## src/rtl/rotator_rr_arbiter.sv

```systemverilog
// Round-robin arbiter sharing one rotate-right datapath among NREQ clients.
// Optional ROTATOR_ARB_STATS_EN adds a saturating stall_cnt output.
module rotator_rr_arbiter #(
  parameter  int NREQ = 4,
  parameter  int DW   = 8,
  localparam int AW   = $clog2(DW),
  localparam int IW   = $clog2(NREQ)
) (
  input  logic              clk,
  input  logic              reset_n,
  input  logic [NREQ-1:0]   req_valid,
  input  logic [NREQ*DW-1:0] req_data,
  input  logic [NREQ*AW-1:0] req_amt,
  output logic [NREQ-1:0]   req_ready,
  output logic              rsp_valid,
  output logic [DW-1:0]     rsp_data,
  output logic [IW-1:0]     rsp_id,
  input  logic              rsp_ready,
  output logic              busy
`ifdef ROTATOR_ARB_STATS_EN
  ,
  output logic [15:0]       stall_cnt
`endif
);

  logic            rsp_valid_q, rsp_valid_d;
  logic [DW-1:0]   rsp_data_q, rsp_data_d;
  logic [IW-1:0]   rsp_id_q, rsp_id_d;
  logic [IW-1:0]   ptr_q, ptr_d;

  logic            found;
  logic [IW-1:0]   gnt_id;
  logic [DW-1:0]   sel_data;
  logic [AW-1:0]   sel_amt;
  logic [DW-1:0]   rot;
  logic            can_accept;
  logic            xfer;

  // Scan from ptr, wrapping; first pending requester wins.
  always_comb begin
    int idx;
    found  = 1'b0;
    gnt_id = '0;
    idx    = 0;
    for (int k = 0; k < NREQ; k++) begin
      idx = int'(ptr_q) + k;
      if (idx >= NREQ) idx = idx - NREQ;
      if (!found && req_valid[idx]) begin
        found  = 1'b1;
        gnt_id = IW'(idx);
      end
    end
  end

  assign sel_data = req_data[int'(gnt_id)*DW +: DW];
  assign sel_amt  = req_amt[int'(gnt_id)*AW +: AW];
  assign rot      = DW'({sel_data, sel_data} >> sel_amt);

  assign can_accept = !rsp_valid_q || rsp_ready;
  assign xfer       = found && can_accept && reset_n;

  always_comb begin
    req_ready = '0;
    if (xfer) req_ready[gnt_id] = 1'b1;
  end

  always_comb begin
    rsp_valid_d = rsp_valid_q;
    rsp_data_d  = rsp_data_q;
    rsp_id_d    = rsp_id_q;
    ptr_d       = ptr_q;
    if (xfer) begin
      rsp_valid_d = 1'b1;
      rsp_data_d  = rot;
      rsp_id_d    = gnt_id;
      ptr_d       = (gnt_id == IW'(NREQ-1)) ? '0 : gnt_id + 1'b1;
    end else if (rsp_ready) begin
      rsp_valid_d = 1'b0;
    end
  end

  always_ff @(posedge clk or negedge reset_n) begin
    if (!reset_n) begin
      rsp_valid_q <= 1'b0;
      rsp_data_q  <= '0;
      rsp_id_q    <= '0;
      ptr_q       <= '0;
    end else begin
      rsp_valid_q <= rsp_valid_d;
      rsp_data_q  <= rsp_data_d;
      rsp_id_q    <= rsp_id_d;
      ptr_q       <= ptr_d;
    end
  end

  assign rsp_valid = rsp_valid_q;
  assign rsp_data  = rsp_data_q;
  assign rsp_id    = rsp_id_q;
  assign busy      = rsp_valid_q || (|req_valid);

`ifdef ROTATOR_ARB_STATS_EN
  logic [15:0] stall_q;

  always_ff @(posedge clk or negedge reset_n) begin
    if (!reset_n) begin
      stall_q <= '0;
    end else if (rsp_valid_q && !rsp_ready && (|req_valid)
                 && (stall_q != 16'hFFFF)) begin
      stall_q <= stall_q + 16'd1;
    end
  end

  assign stall_cnt = stall_q;
`endif

endmodule

```

## config.mk

```make
export PLATFORM = sky130hd
export DESIGN_NAME = rotator_rr_arbiter
export DESIGN_NICKNAME = d
export VERILOG_FILES = /design/src/rtl/rotator_rr_arbiter.sv
export SDC_FILE = /design/constraint.sdc
export NUM_CORES = 1
export LEC_CHECK = 0
export CAP_MARGIN = 0
export CORE_UTILIZATION = 30
export CTS_BUF_LIST = sky130_fd_sc_hd__clkbuf_4 sky130_fd_sc_hd__clkbuf_8
export DETAILED_ROUTE_END_ITERATION = 10
export PLACE_DENSITY = 0.64
export RECOVER_POWER = 50
export SLEW_MARGIN = 10
export SYNTH_ARGS = -nofsm -noshare
export SYNTH_HDL_FRONTEND = slang
export SYNTH_SLANG_ARGS = --single-unit
```

## constraint.sdc

```tcl
create_clock -name clk -period 2.7 [get_ports clk]
set_clock_uncertainty 0.15 [all_clocks]
set_input_delay 0.54 -clock clk [delete_from_list [all_inputs] [get_ports clk]]
set_output_delay 0.54 -clock clk [all_outputs]
set_load 0.03 [all_outputs]
```

After elaboration in Yosys (flattened, before gate mapping)
Cells that the tools add are included.
Widths: inputs -> output; s select.
Cells by class
  $add $sub $neg: 8
  $mul: 1
  order comparisons: 10
  equality and inequality tests: 1
  shift-type cells: 3
  muxes and demuxes: 30
  reduce and logical (&&, ||, !) cells: 14
Operator list (count)
  $lt 32x4->1 const B: 4
  $mux 32: 4
  $shiftx 32x6->8: 1
  $shr 16x3->8: 1
  $mux 1: 15
  $shiftx 12x5->3: 1
  $sub 3x3->4 const B: 3
  $mux 2: 5
  $ge 3x3->1 const B: 3
  $bmux 1 s2: 4
  $add 2x2->3 const B: 2
  $logic_and 1x1->1: 6
  $logic_not 1->1: 4
  $mul 2x2->4 const B: 1
  $mux 4: 1
  $reduce_or 4->1: 1
  $sub 2x3->4 const B: 1
  $add 2x1->3 const B: 1
  $ge 2x3->1 const B: 1
  $lt 2x3->1 const B: 1
  $add 2x1->2 const B: 1
  $demux 1 s2: 1
  $eq 2x2->1 const B: 1
  $ge 2x1->1 const B: 1
  other kinds (2): 3
Word-level totals
  bits in registers: 13

Logic depth before layout (Yosys ltp)
  word-level depth: 20
  mapped depth: 10
  gate-level depth less buffers: 9

Worst setup path before layout
Ideal clock, no wire load.
  kind: input to output
  from: in req_valid[1]
  to: out req_ready[1]
  data arrival time: 1.938 ns
  data required time: 2.010 ns
  slack: 0.072 ns
  stages: 6
  path through: inv_1 > o211a_1 > nor3_4 > clkbuf_1 > ha_1 > and2_1
Between the ends
  word-level cells in the longest chain between the ends: 18
  elaborated cells between the ends (all ways): 34
  those cells by class: order compare (2); mux (23); reduce/logical (9)
RTL lines
  start: declaration: RTL line 11  | input logic [NREQ-1:0] req_valid,
  $bmux 1 s2: RTL line 48  | if (!found && req_valid[idx]) begin
  $mux 1 (implied by the code) (2 in series): RTL line 48
  $mux 1: RTL line 48
  $logic_not 1->1: RTL line 48
  $logic_and 1x1->1: RTL line 48
  $mux 1: RTL line 48
  $logic_not 1->1: RTL line 48
  $logic_and 1x1->1: RTL line 48
  [... 2 more ...]
  $logic_and 1x1->1: RTL line 48
  $mux 2 (*): RTL line 48
  named net gnt_id[0]: RTL line 32  | logic [IW-1:0] gnt_id;
  $lt 2x3->1 (implied by the code) or $ge 2x1->1 (tied branches): RTL line 64  | if (xfer) req_ready[gnt_id] = 1'b1;
  $logic_and 1x1->1 (implied by the code): RTL line 64
  $mux 1 (implied by the code): RTL line 64
  $demux 1 s2 (*): RTL line 64
  $mux 4 (*): RTL line 64
  end: declaration: RTL line 14  | output logic [NREQ-1:0] req_ready,
Mark *: on every way through the listed nets, which the timed path passes. The rest lies on a longest branch. The select of a mux whose other input is x is not followed.

Final worst setup path
  from: reg ptr_q[1]
  to: out req_ready[0]
Between the ends
  word-level cells in the longest chain between the ends: 20
  elaborated cells between the ends (all ways): 49
  those cells by class: add/sub (7); order compare (6); mux (27); reduce/logical (9)
RTL lines
  start: declaration: RTL line 29  | logic [IW-1:0] ptr_q, ptr_d;
  start signal: assignment: RTL line 92  | ptr_q <= ptr_d;
  branches (longest 19 deep; another with $sub 3x3->4)
  $mux 4 (*): RTL line 64
Every way passes the cells marked *. The select of a mux whose other input is x is not followed.

==> results.yml <==
yosys:
  ys_seq_area_frac: 0.219
  ys_warn_count: 0
  synth_cells: 176
  synth-edff-count: 0
  synth_area_per_cell_um2: 8.42
  synth_area_um2: 1480
  ys.flop_type: "dfrtp_1"
  syn-num-nets: 231
  ys_types: 40
  ys_ff_latch: 13
  ys_async_sr_fraction: 1.00
worst_setup_path:
  reg2reg_setup_slack_ps: 170
  r2r_cells: 10
  start_kind: "register"
  reg2reg_from: "ptr_q[0]"
  slowest_stage: "dfrtp_2"
  path_cells: "o211a_1 > nor3_4 > inv_2 > buf_4 > buf_6 > ha_1 > and2_4 > buf_6"
  crit_type: "reg2out"
  cp_max_fo: 9
  endpoint_kind: "primary output"
  path_common_cell: "buf_6"
  cp.arrival_ps: 1930
  cp_data_required_time_ps: 2010
  max_stage_delay_ps: 440
  r2r_end: "rsp_data[7]"
routing:
  route.detailed.drc: 0
  drtIter0Drc: 112
  first_pass_iters: 4
  wl_per_cell_um: 12.9
  viasPerCell: 4.96
  vias: 1698
  wl_mm: 4.42
  ant_nets: 0
timing:
  setup_viol: 0
  layout_setup_ws_ps: 84.3
  finalCriticalPeriod_ps: 2620
  hold_viol_final: 0
  rsz0062_at_grt: "yes"
  fmax_mhz: 382
  slew_viol_final: 0
  maxSlewHeadroom: 0.528
  hold_ws_ps: 322
  timing.final.crit_share: 0.969
  tightest_slew_ps: 708
layout:
  layout.nets: 331
  fin_cells: 342
  antenna_cells: 0
  drive_gt1_frac: 0.291
  syn_to_final_growth_pct: 71.8
  fillers: 460
global_route:
  grt_remaining_overflow: 0
  antenna_found_initial: 0
  grt_pass1_vias: 1537
  grt_usage: 0.174
  grt_max_degree: 20
  grt_pass1_wl_mm: 7.21
place:
  portBuffers: 66
  gp_congestion: 0.821
  dp_cells: 331
  dp_slack_ps: -596
  dp_hpwl_mm: 3.50
floorplanning:
  core_area_um2: 4750
  io_pins: 67
  chipWidth_um: 72.3
  rows: 25
  die_height_um: 72.3
  die_area_um2: 5230
  initial_utilization: 0.312
power:
  powerDensity_nw_per_um2: 934
  power.leakage_uw: 0.00106
  peakVddDrop_uv: 390
min_path:
  min_path_type: "reg2reg"
  min_path_cells: 2
  min_from: "rsp_data[1]"
  whs_endpoint: "rsp_data[1]"
cts:
  cts_max_level: 1
  cts_inserted_buffers: 3
  clk_pin_slew_ps: 60
  cts_sinks: 13
  root_buffer: "clkbuf_8"
  cts_hold_buffers: 0
  cts_tree: "built"
  worstSkewPairLatency_ps: 250
  clockBufferDepth: 2
flow_run:
  cap_viol_max_count: 0
run_status:
  status: "complete, no violations"
[power breakdown]
group          internal [µW]  total [µW]  switching (µW)
Sequential               284         338            53.8
Combinational            886        1860             971
Clock                    114         184            70.0
[cell families (layout without fill, tap and decap cells)]
logic type / Yosys count / in the layout / share of synthesized area
adder cells (fa/ha/maj): 4 / 4 / 0.0338
multiplexers: 5 / 5 / 0.0380
buffers and inverters: 15 / 114 / 0.0439
flip-flops: 13 / 13 / 0.219
AND/OR/NAND/NOR: 74 / 74 / 0.291
AO/OA/AOI/OAI: 65 / 65 / 0.374
[registers in the layout, indices dropped and copies added (netlist names)]
name       cells
rsp_valid      1
rsp_id         2
rsp_data       8
ptr_q          2
[worst max path at each step]
stage                     slack, ps  cells past startpoint           end    startpoint
after floorplan                  70                      6  req_ready[1]  req_valid[1]
after global placement         -560                     10   rsp_data[5]  req_valid[1]
after detailed placement       -600                     10   rsp_data[7]  req_valid[1]
after CTS                         2                     10  req_ready[0]  req_valid[0]
after global routing             -8                      6  req_ready[3]      ptr_q[1]
final                            80                      8  req_ready[0]      ptr_q[1]
[Yosys cell counts (4+ instances only)]
| master | number | share of area |
|---|---|---|
| nand3_1 | 36 | 0.12 |
| mux2_2 | 4 | 0.030 |
| dfrtp_1 | 13 | 0.22 |
| ha_1 | 4 | 0.034 |
| a21oi_1 | 4 | 0.014 |
| inv_1 | 5 | 0.013 |
| o31ai_1 | 6 | 0.030 |
| a31oi_4 | 4 | 0.057 |
| and4_1 | 8 | 0.047 |
| a22o_1 | 16 | 0.095 |
| o21ai_0 | 19 | 0.064 |
| and2_1 | 4 | 0.017 |
| clkbuf_1 | 5 | 0.013 |
| nand2_1 | 10 | 0.025 |
| nor2_1 | 6 | 0.015 |
[timing repair]
action                                  4_1_cts  5_1_grt
endpoints found under the setup margin       13       12
buffers inserted                              1        6
hold endpoints to repair                      0        0
resized for setup                            16       16
pin swaps                                     5        4
[per-stage QoR]
| stage | power [µW] | TNS [ps] | cell area, µm² | util |
|---|---|---|---|---|
| after CTS | 2330 | 0 | 2500 | 0.526 |
| after detailed placement | 2120 | -6200 | 2420 | 0.509 |
| after global placement | 2100 | -5890 | 2420 | 0.509 |
| after floorplan | 1490 | 0 | 1480 | - |
| after global routing | 2570 | -11.3 | 2550 | 0.536 |
| final | 2380 | 0 | 2550 | 0.536 |
[placed cells by master, fill, tap and decap left out, drive strengths merged, types with 4 or more instances in the layout]
| master | instances |
|---|---|
| clkdlybuf4s50 | 52 |
| o21ai | 21 |
| and4 | 8 |
| inv | 7 |
| and2 | 4 |
| nand3 | 36 |
| dfrtp | 13 |
| mux2 | 5 |
| a21oi | 4 |
| ha | 4 |
| a31oi | 8 |
| dlygate4sd3 | 5 |
| nor2 | 7 |
| a22o | 16 |
| o31ai | 8 |
| nand2 | 12 |
| clkbuf | 8 |
| buf | 40 |
[worst max-delay path, delay by kind of cell, from the launching register on]
family                   cells  cell delay (ps)
buffers and inverters        4              450
adder cells (fa/ha/maj)      1              180
flip-flops                   1              440
AO/OA/AOI/OAI                1              260
AND/OR/NAND/NOR              2              340
[final cells by class]
cell class / count / area, µm² / area share
Multi-Input combinational cell: 148 / 1130 / 0.443
Timing Repair Buffer: 103 / 935 / 0.367
Sequential cell: 13 / 327 / 0.128
Tap cell: 67 / 83.8 / 0.0329
Clock buffer: 4 / 48.8 / 0.0192
Inverter: 7 / 26.3 / 0.0103
[layer usage]
metal,global-route usage,vias to the layer above,share of wire
li1,-,885,-
met1,0.235,738,0.48
met2,0.287,70,0.45
met3,0.0153,5,0.054
met4,0.0654,0,0.014
met5,0,-,0
No activity file was read; power rests on OpenSTA's default activity.
